**config.mk**
```make
export PLATFORM = sky130hd
export DESIGN_NAME = wb_regfile
export DESIGN_NICKNAME = d
export VERILOG_FILES = /design/src/rtl/wb_regfile_pkg.sv /design/src/rtl/wb_pending_ctr.sv /design/src/rtl/wb_regfile.sv
export SDC_FILE = /design/constraint.sdc
export NUM_CORES = 2
export LEC_CHECK = 0
export CORE_MARGIN = 10
export CORE_UTILIZATION = 30
export CTS_BUF_LIST = sky130_fd_sc_hd__clkbuf_4
export DETAILED_ROUTE_END_ITERATION = 12
export HOLD_SLACK_MARGIN = 0.02
export SYNTH_ARGS = -nofsm -noshare
export SYNTH_HDL_FRONTEND = slang
export SYNTH_SLANG_ARGS = --single-unit
```
**constraint.sdc**
```tcl
create_clock -name clk -period 4.1 [get_ports clk]
set_clock_uncertainty 0.05 [all_clocks]
set_input_delay 0.82 -clock clk [delete_from_list [all_inputs] [get_ports clk]]
set_output_delay 0.82 -clock clk [all_outputs]
set_load 0.05 [all_outputs]
```
**src/rtl/wb_regfile_pkg.sv**
```systemverilog
// Shared widths and constants for the write-back register file.
package wb_regfile_pkg;

    // Default register bus and register address bus widths.
    localparam int REG_BUS_W      = 32;
    localparam int REG_ADDR_BUS_W = 5;

    // Default number of architectural registers.
    localparam int REG_NUM = 32;

    // Register 0 reads as zero and is never written or tracked.
    localparam int ZERO_REG = 0;

    // Level of rst at which the block is held in reset.
    localparam logic RST_ACTIVE = 1'b0;

    // Default width of each pending-write counter.
    localparam int PEND_CNT_W = 2;

endpackage : wb_regfile_pkg

```
**src/rtl/wb_pending_ctr.sv**
```systemverilog
// Saturating up/down counter of in-flight writes to one register.
// Increments on issue, decrements on write-back, holds at both ends.
module wb_pending_ctr
    import wb_regfile_pkg::*;
#(
    parameter int W = PEND_CNT_W
) (
    input  logic         clk,
    input  logic         rst,
    input  logic         inc,
    input  logic         dec,
    output logic [W-1:0] count,
    output logic         nonzero
);

    localparam logic [W-1:0] CNT_MAX = '1;

    // Count pending writers; inc and dec together cancel out.
    always_ff @(posedge clk or negedge rst) begin
        if (!rst) begin
            // NOTE: state registers always use non-blocking assignments so every
            // flop samples pre-edge values regardless of block evaluation order.
            count <= '0;
        end else begin
            case ({inc, dec})
                2'b10:   if (count != CNT_MAX) count <= count + 1'b1;
                2'b01:   if (count != '0)      count <= count - 1'b1;
                default: ;
            endcase
        end
    end

    assign nonzero = |count;

endmodule : wb_pending_ctr

```
**src/rtl/wb_regfile.sv**
```systemverilog
// Architectural register file with two combinational read ports and a
// per-register pending-write scoreboard.
// Optional feature: define REGFILE_BYPASS_EN to forward the WB write to the
// read ports in the same cycle and to drop busy when that write retires the
// last outstanding writer of the register being read.
module wb_regfile
    import wb_regfile_pkg::*;
#(
    parameter int DATA_W = REG_BUS_W,
    parameter int ADDR_W = REG_ADDR_BUS_W,
    parameter int NREG   = REG_NUM,
    parameter int PEND_W = PEND_CNT_W
) (
    input  logic              clk,
    input  logic              rst,
    input  logic              we,
    input  logic [ADDR_W-1:0] waddr,
    input  logic [DATA_W-1:0] wdata,
    input  logic              re1,
    input  logic [ADDR_W-1:0] raddr1,
    output logic [DATA_W-1:0] rdata1,
    input  logic              re2,
    input  logic [ADDR_W-1:0] raddr2,
    output logic [DATA_W-1:0] rdata2,
    input  logic              issue_we,
    input  logic [ADDR_W-1:0] issue_waddr,
    output logic              busy1,
    output logic              busy2
);

`ifdef REGFILE_BYPASS_EN
    localparam bit BYPASS = 1'b1;
`else
    localparam bit BYPASS = 1'b0;
`endif

    localparam logic [PEND_W-1:0] PEND_ONE = PEND_W'(1);

    logic [DATA_W-1:0] regs   [NREG];
    logic [PEND_W-1:0] pend   [NREG];
    logic [NREG-1:0]   pend_nz;

    logic wr_ok;
    logic hit1;
    logic hit2;

    assign wr_ok = we && (int'(waddr) != ZERO_REG) && (int'(waddr) < NREG);
    assign hit1  = we && (waddr == raddr1);
    assign hit2  = we && (waddr == raddr2);

    // Register array: write port commits on the edge, register 0 stays zero.
    always_ff @(posedge clk or negedge rst) begin
        if (!rst) begin
            // NOTE: the array is reset because a cleared register file is
            // architecturally visible after reset, not merely an init nicety.
            for (int i = 0; i < NREG; i++) regs[i] <= '0;
        end else if (wr_ok) begin
            regs[waddr] <= wdata;
        end
    end

    // Register 0 is never tracked.
    assign pend[0]    = '0;
    assign pend_nz[0] = 1'b0;

    for (genvar g = 1; g < NREG; g++) begin : g_pend
        wb_pending_ctr #(
            .W (PEND_W)
        ) u_ctr (
            .clk     (clk),
            .rst     (rst),
            .inc     (issue_we && (issue_waddr == ADDR_W'(g))),
            .dec     (we && (waddr == ADDR_W'(g))),
            .count   (pend[g]),
            .nonzero (pend_nz[g])
        );
    end

    // Read port 1: data select and hazard flag, forced quiet during reset.
    always_comb begin
        // NOTE: defaults first so every path assigns both outputs and no
        // latch is inferred.
        rdata1 = '0;
        busy1  = 1'b0;
        if (rst != RST_ACTIVE && re1 && int'(raddr1) != ZERO_REG && int'(raddr1) < NREG) begin
            rdata1 = (BYPASS && hit1) ? wdata : regs[raddr1];
            busy1  = pend_nz[raddr1] && !(BYPASS && hit1 && pend[raddr1] == PEND_ONE);
        end
    end

    // Read port 2: same selection as port 1 on its own address.
    always_comb begin
        rdata2 = '0;
        busy2  = 1'b0;
        if (rst != RST_ACTIVE && re2 && int'(raddr2) != ZERO_REG && int'(raddr2) < NREG) begin
            rdata2 = (BYPASS && hit2) ? wdata : regs[raddr2];
            busy2  = pend_nz[raddr2] && !(BYPASS && hit2 && pend[raddr2] == PEND_ONE);
        end
    end

endmodule : wb_regfile

```
======== After elaboration in Yosys (flattened, before gate mapping) ========
Cells that the tools add are included.
operators by class
  order comparisons ....................... 6
  reductions and logical operators ........ 195
  shifts and indexed selects .............. 0
  equality and inequality tests ........... 217
  multipliers ............................. 0
  add/subtract/negate cells ............... 62
  multiplexer cells ....................... 110
  div/mod/pow operators ................... 0
  bitwise gates (word level) .............. 3
operators by type and width
  cell                                                                    number
  1024-bit bitwise mux                                                    1
  32-bit binary-select mux with 5-bit select                              2
  32-bit 2-to-1 mux                                                       7
  32-bit demux with 5-bit select                                          1
  5-bit equality test (second input constant)                             32
  2-bit 2-to-1 mux                                                        62
  2-bit by 1-bit != test with 1-bit output (second input constant)        62
  2-bit one-hot mux with 2 select lines                                   31
  2-bit nonzero test                                                      62
  3-bit AND reduction                                                     31
  5-bit by 4-bit equality test with 1-bit output (second input constant)  16
  1-bit logical AND                                                       68
  2-bit by 1-bit adder with 2-bit output (second input constant)          31
  2-bit by 1-bit equality test with 1-bit output (second input constant)  31
  2-bit equality test (second input constant)                             31
  2-bit != test (second input constant)                                   31
  2-bit OR reduction                                                      31
  2-bit by 1-bit subtractor with 2-bit output (second input constant)     31
  5-bit by 3-bit equality test with 1-bit output (second input constant)  8
  5-bit by 2-bit equality test with 1-bit output (second input constant)  4
  6-bit >= comparator (second input constant)                             3
  5-bit inverter with 6-bit output                                        3
  5-bit nonzero test                                                      3
  5-bit by 6-bit < comparator with 1-bit output (second input constant)   2
  4 further kinds                                                         9
storage, ports and cells
  input bits .............................. 58
  latch bits .............................. 0
  output and inout bits ................... 66
  register bits after elaboration ......... 1,086
  word-level logic and storage cells ...... 656
  ROM bits ................................ 0
  bits in writable memories ............... 0
  memories kept ........................... 0

======== Logic depth before layout (Yosys ltp) ========
  depth in word-level cells ............... 6
  gate-level depth with buffers ........... 11
  mapped depth without buffers ............ 9

======== Cells and area by module ========
From an unflattened synthesis, not the netlist that was laid out.
second synthesis, totals
  cell total of the unflattened synthesis .. 4,287
  area total of the unflattened synthesis .. 59,294.4 um2
modules (own cells, without submodules)
  module                                  seq. area each (um2)  area an instance (um2)  cells each  instances
  wb_regfile                              25,624.6              55,802.3                3,880       1
  wb_pending_ctr at g_pend[10].u_ctr ...  50.0                  111.4                   13          30
  wb_pending_ctr at g_pend[1].u_ctr       50.0                  151.4                   17          1

======== Worst setup path after synthesis ========
No wires, ideal clock.
  path kind ............................... in2out
  start point ............................. input raddr2[0]
  end point ............................... output busy2
  cell stages on the path ................. 8
  data arrival time ....................... 3.578 ns
  slack ................................... -0.348 ns
  data required time ...................... 3.230 ns
  path buffers ............................ 4
  path through ............................ buf_6 buf_6 buf_4 buf_2 nor3_1 a21oi_1 o221ai_1 o311ai_0
on the way
  word-level cells in the longest chain between the ends .. 3
  elaborated cells between the ends (all ways) .. 5
  classes of those cells .................. mux (3); reduce/logical (2)
RTL lines
  element                                                                                 line                                RTL
  start, declared                                                                         wb_regfile.sv:23                    input logic [ADDR_W-1:0] raddr2,
  1-bit binary-select mux with 5-bit select / 5-bit nonzero test (equally long branches)  wb_regfile.sv:97, wb_regfile.sv:95
  1-bit 2-to-1 mux (not written as such) / 1-bit logical AND (equally long branches)      wb_regfile.sv:97, wb_regfile.sv:95
  1-bit 2-to-1 mux (*)                                                                    wb_regfile.sv:95                    if (rst != RST_ACTIVE && re2 && int'(raddr2) != ZERO_REG && int'(raddr2) < NREG) begin
  end, declared                                                                           wb_regfile.sv:28                    output logic busy2
Every way passes the cells marked *; elsewhere a longest branch is shown, timed or not. The select of a mux whose other input is x is not followed.

======== Worst setup path after layout ========
  start point ............................. register regs[158] (netlist bit)
  end point ............................... output rdata1[30]
on the way
  word-level cells in the longest chain between the ends .. 4
RTL lines
  element                                                line              RTL
  start, declared                                        wb_regfile.sv:39  logic [DATA_W-1:0] regs [NREG];
  start signal, assigned by index                        wb_regfile.sv:58  regs[waddr] <= wdata;
  32-bit binary-select mux with 5-bit select             wb_regfile.sv:86  rdata1 = (BYPASS && hit1) ? wdata : regs[raddr1];
  32-bit 2-to-1 mux (not written as such) (2 in series)  wb_regfile.sv:86
  32-bit 2-to-1 mux                                      wb_regfile.sv:85  if (rst != RST_ACTIVE && re1 && int'(raddr1) != ZERO_REG && int'(raddr1) < NREG) begin
  end, declared                                          wb_regfile.sv:21  output logic [DATA_W-1:0] rdata1,
Every way passes these cells. The select of a mux whose other input is x is not followed.

==> flow_summary.toml <==
[setup_path]
crit_path_max_incr_delay_ps = 520
crit_slowest_cell = "mux4_2"
critPathLaunchType = "flop"
crit_type = "flop to primary output"
worstPathMaxFanout = 3
path_buf_inv = 1
r2r_start = "g_pend[17].u_ctr.count[1]"
path_common_cell = "mux4_2"
critical_path.cell_chain = "mux4_2, mux4_2, a22o_4, buf_12"
setup.worst_path.end_class = "primary output"
arrival_ps = 3160
critPathRequiredTime_ps = 3230
cp_top_family = "multiplexers"
crit_start = "regs[158]"

[clocking]
cts.path.max_buffers = 4
cts.sinks = 1086
cts_buffers = 322
ctsHtreeMaxLevel = 5
clk_pin_slew_worst_paths_ps = 70
cts_tree = "built"
cts-root-buf = "clkbuf_4"
clkLatencyLatePin_ps = 1300

[final_layout]
final_layout_size_suffix_gt1_share_pct = 34.3
seq_area_mm2 = 0.0272
multiInputGateArea_mm2 = 0.0308
nNetsFinal = 5422
design_area_mm2 = 0.0697
instances_no_fill = 8162
final_common_cell = "dfrtp_1"
layout_common_cells = "1086 x dfrtp_1, 771 x nand2_1, 767 x mux2_2"
synthToLayoutAreaGrowth_pct = 15.1
nFillCells = 19600

[global_route]
grt_max_degree = 151
first_global_vias = 46600
grt_pass1_wl_mm = 312
antenna_found_initial = 15
overflow = 0
track_usage_pct = 18.9

[power]
p_sw_mw = 9.42
combPwrFrac_pct = 20.9
p_sw_share_pct = 30.8
p_int_mw = 21.2
peakVddDrop_uv = 238
p_clk_share_pct = 32.2
seqPwrFrac_pct = 46.9
p_total_mw = 30.6
p_per_area_mw_per_mm2 = 440
p_leak_nw = 31.8

[run_status]
status = "completed"

[timing]
relSlewSlack_pct = 14.6
rsz0062_at_grt = "true"
finalSetupTns_ps = 0
worstMarginPinSlew_ps = 1280
setup_viol = 0
fmax_mhz = 248
min_period_ps = 4030
period_share_pct = 98.4
hold_viol = 0
drv_slew = 0

[route]
drcViolationCount = 0
routedWlPerCell_um = 26.2
final_antenna_net_count = 0
first_pass_iters = 6
drt_iter0_drc = 4179
drt_wl_total_mm = 214
vias = 45900
post_drt_via_cell_ratio = 5.63

[floorplanning]
fp-row-count = 164
dieArea_mm2 = 0.220
die_width_um = 469
coreArea_mm2 = 0.200
start_util_pct = 30.2
dieHeight_um = 469
io_pins = 124

[synthesis]
synth_ff_type = "dfrtp_1"
synth_top_area_share_pct = 44.9
synth_fp_nets = 5225
synth_top_area_cell = "dfrtp_1"
synthCells = 5105
ys_warn_count = 0
synth_cell_types = 56
ys_ff_latch = 1086
synthesis.area_mm2 = 0.0605
synth_area_per_cell_um2 = 11.8
yosysSeqAreaShare_pct = 44.9
postSynth.asyncResetShare_pct = 100
synth_area_leaders = "dfrtp_1 45%, mux2_2 14%, mux4_2 10%"
synth-edff-count = 0

[placed_design]
place_area_mm2 = 0.0658
hpwl_mm = 126
dp.cells = 7629
gp_congestion = 0.819
portBuffers = 123

[worst_hold_path]
hp-start = "regs[1004]"
min_path_type = "flop to flop"

[job]
maxCapViolations = 0
-- through the flow --
step	worst slack [ps]	util (%)	hold slack, ps
after floorplan	245	-	391
after global placement	-114	32.9	334
after detailed placement	-78.0	32.9	338
after CTS	-47.2	34.8	351
after global routing	-23.8	34.8	364
final	66.8	34.8	352
-- power by group through the flow --
stage / registers, mW / clock network [mW] / logic [mW]
2_1_floorplan: 14.0 / 0 / 4.72
3_3_place_gp: 14.3 / 0 / 6.20
3_5_place_dp: 14.5 / 0 / 6.37
4_1_cts: 14.3 / 10.1 / 6.40
5_1_grt: 14.6 / 10.8 / 6.93
6_report: 14.4 / 9.87 / 6.41
-- layout make-up --
| type | instances | share of cell area (%) |
|---|---|---|
| multi-input combinational | 3457 | 44.2 |
| sequential | 1086 | 39.0 |
| timing repair buffer | 368 | 6.34 |
| tap | 2656 | 4.77 |
| clock buffer | 432 | 4.66 |
| clock inverter | 88 | 0.613 |
| inverter | 67 | 0.365 |
| antenna | 8 | 0.0287 |
-- cell families (layout without fill, tap and decap cells) --
group	after synthesis	after routing	synth area share, %
compound gates	742	742	8.57
fa+ha+maj	62	62	1.28
buf+inv	562	955	4.60
flops	1086	1086	44.9
mux	1540	1540	32.9
other cells	0	8	0
simple gates	1113	1113	7.77
-- Yosys cell counts, types with 62 or more instances --
| master | count |
|---|---|
| dfrtp_1 | 1086 |
| nand2_1 | 786 |
| mux2_2 | 767 |
| mux2i_1 | 493 |
| clkbuf_1 | 294 |
| mux4_2 | 277 |
| a221oi_1 | 214 |
| o21ai_0 | 192 |
| nor2_1 | 109 |
| buf_2 | 85 |
| a21oi_1 | 73 |
| inv_1 | 66 |
| a21o_1 | 62 |
| ha_1 | 62 |
-- routing by layer --
metal	GRT usage, %	vias up	part of all wire [%]
li1	-	19400	-
met1	23.3	23700	39
met2	30.5	2212	47
met3	4.24	619	7.8
met4	10.9	6	6.0
met5	0	-	0.016
-- registers in the layout, indices dropped and copies added (netlist names) --
signal	cells
regs	1024
g_pend.u_ctr.count	62
-- path summary, 6_finish.rpt --
check,endpoint,slack [ps],cells after the start
setup / recovery,rdata1[30],70,4
hold reg to reg,regs[1004],350,0
setup reg to reg,g_pend[17].u_ctr.count[0],3130,3
hold / removal,regs[1004],350,0
min in group asynchronous,g_pend[11].u_ctr.count[1],820,3
max in group asynchronous,regs[806],1360,4
-- repair_timing --
item,CTS,global route
gates cloned,1,0
endpoints found under the setup margin,16,8
resized for setup,19,8
endpoints found under the hold margin,239,0
buffers inserted,1,2
pin swaps,3,2
hold buffers,1,0
Note: power is estimated with default switching activity, not from simulation.
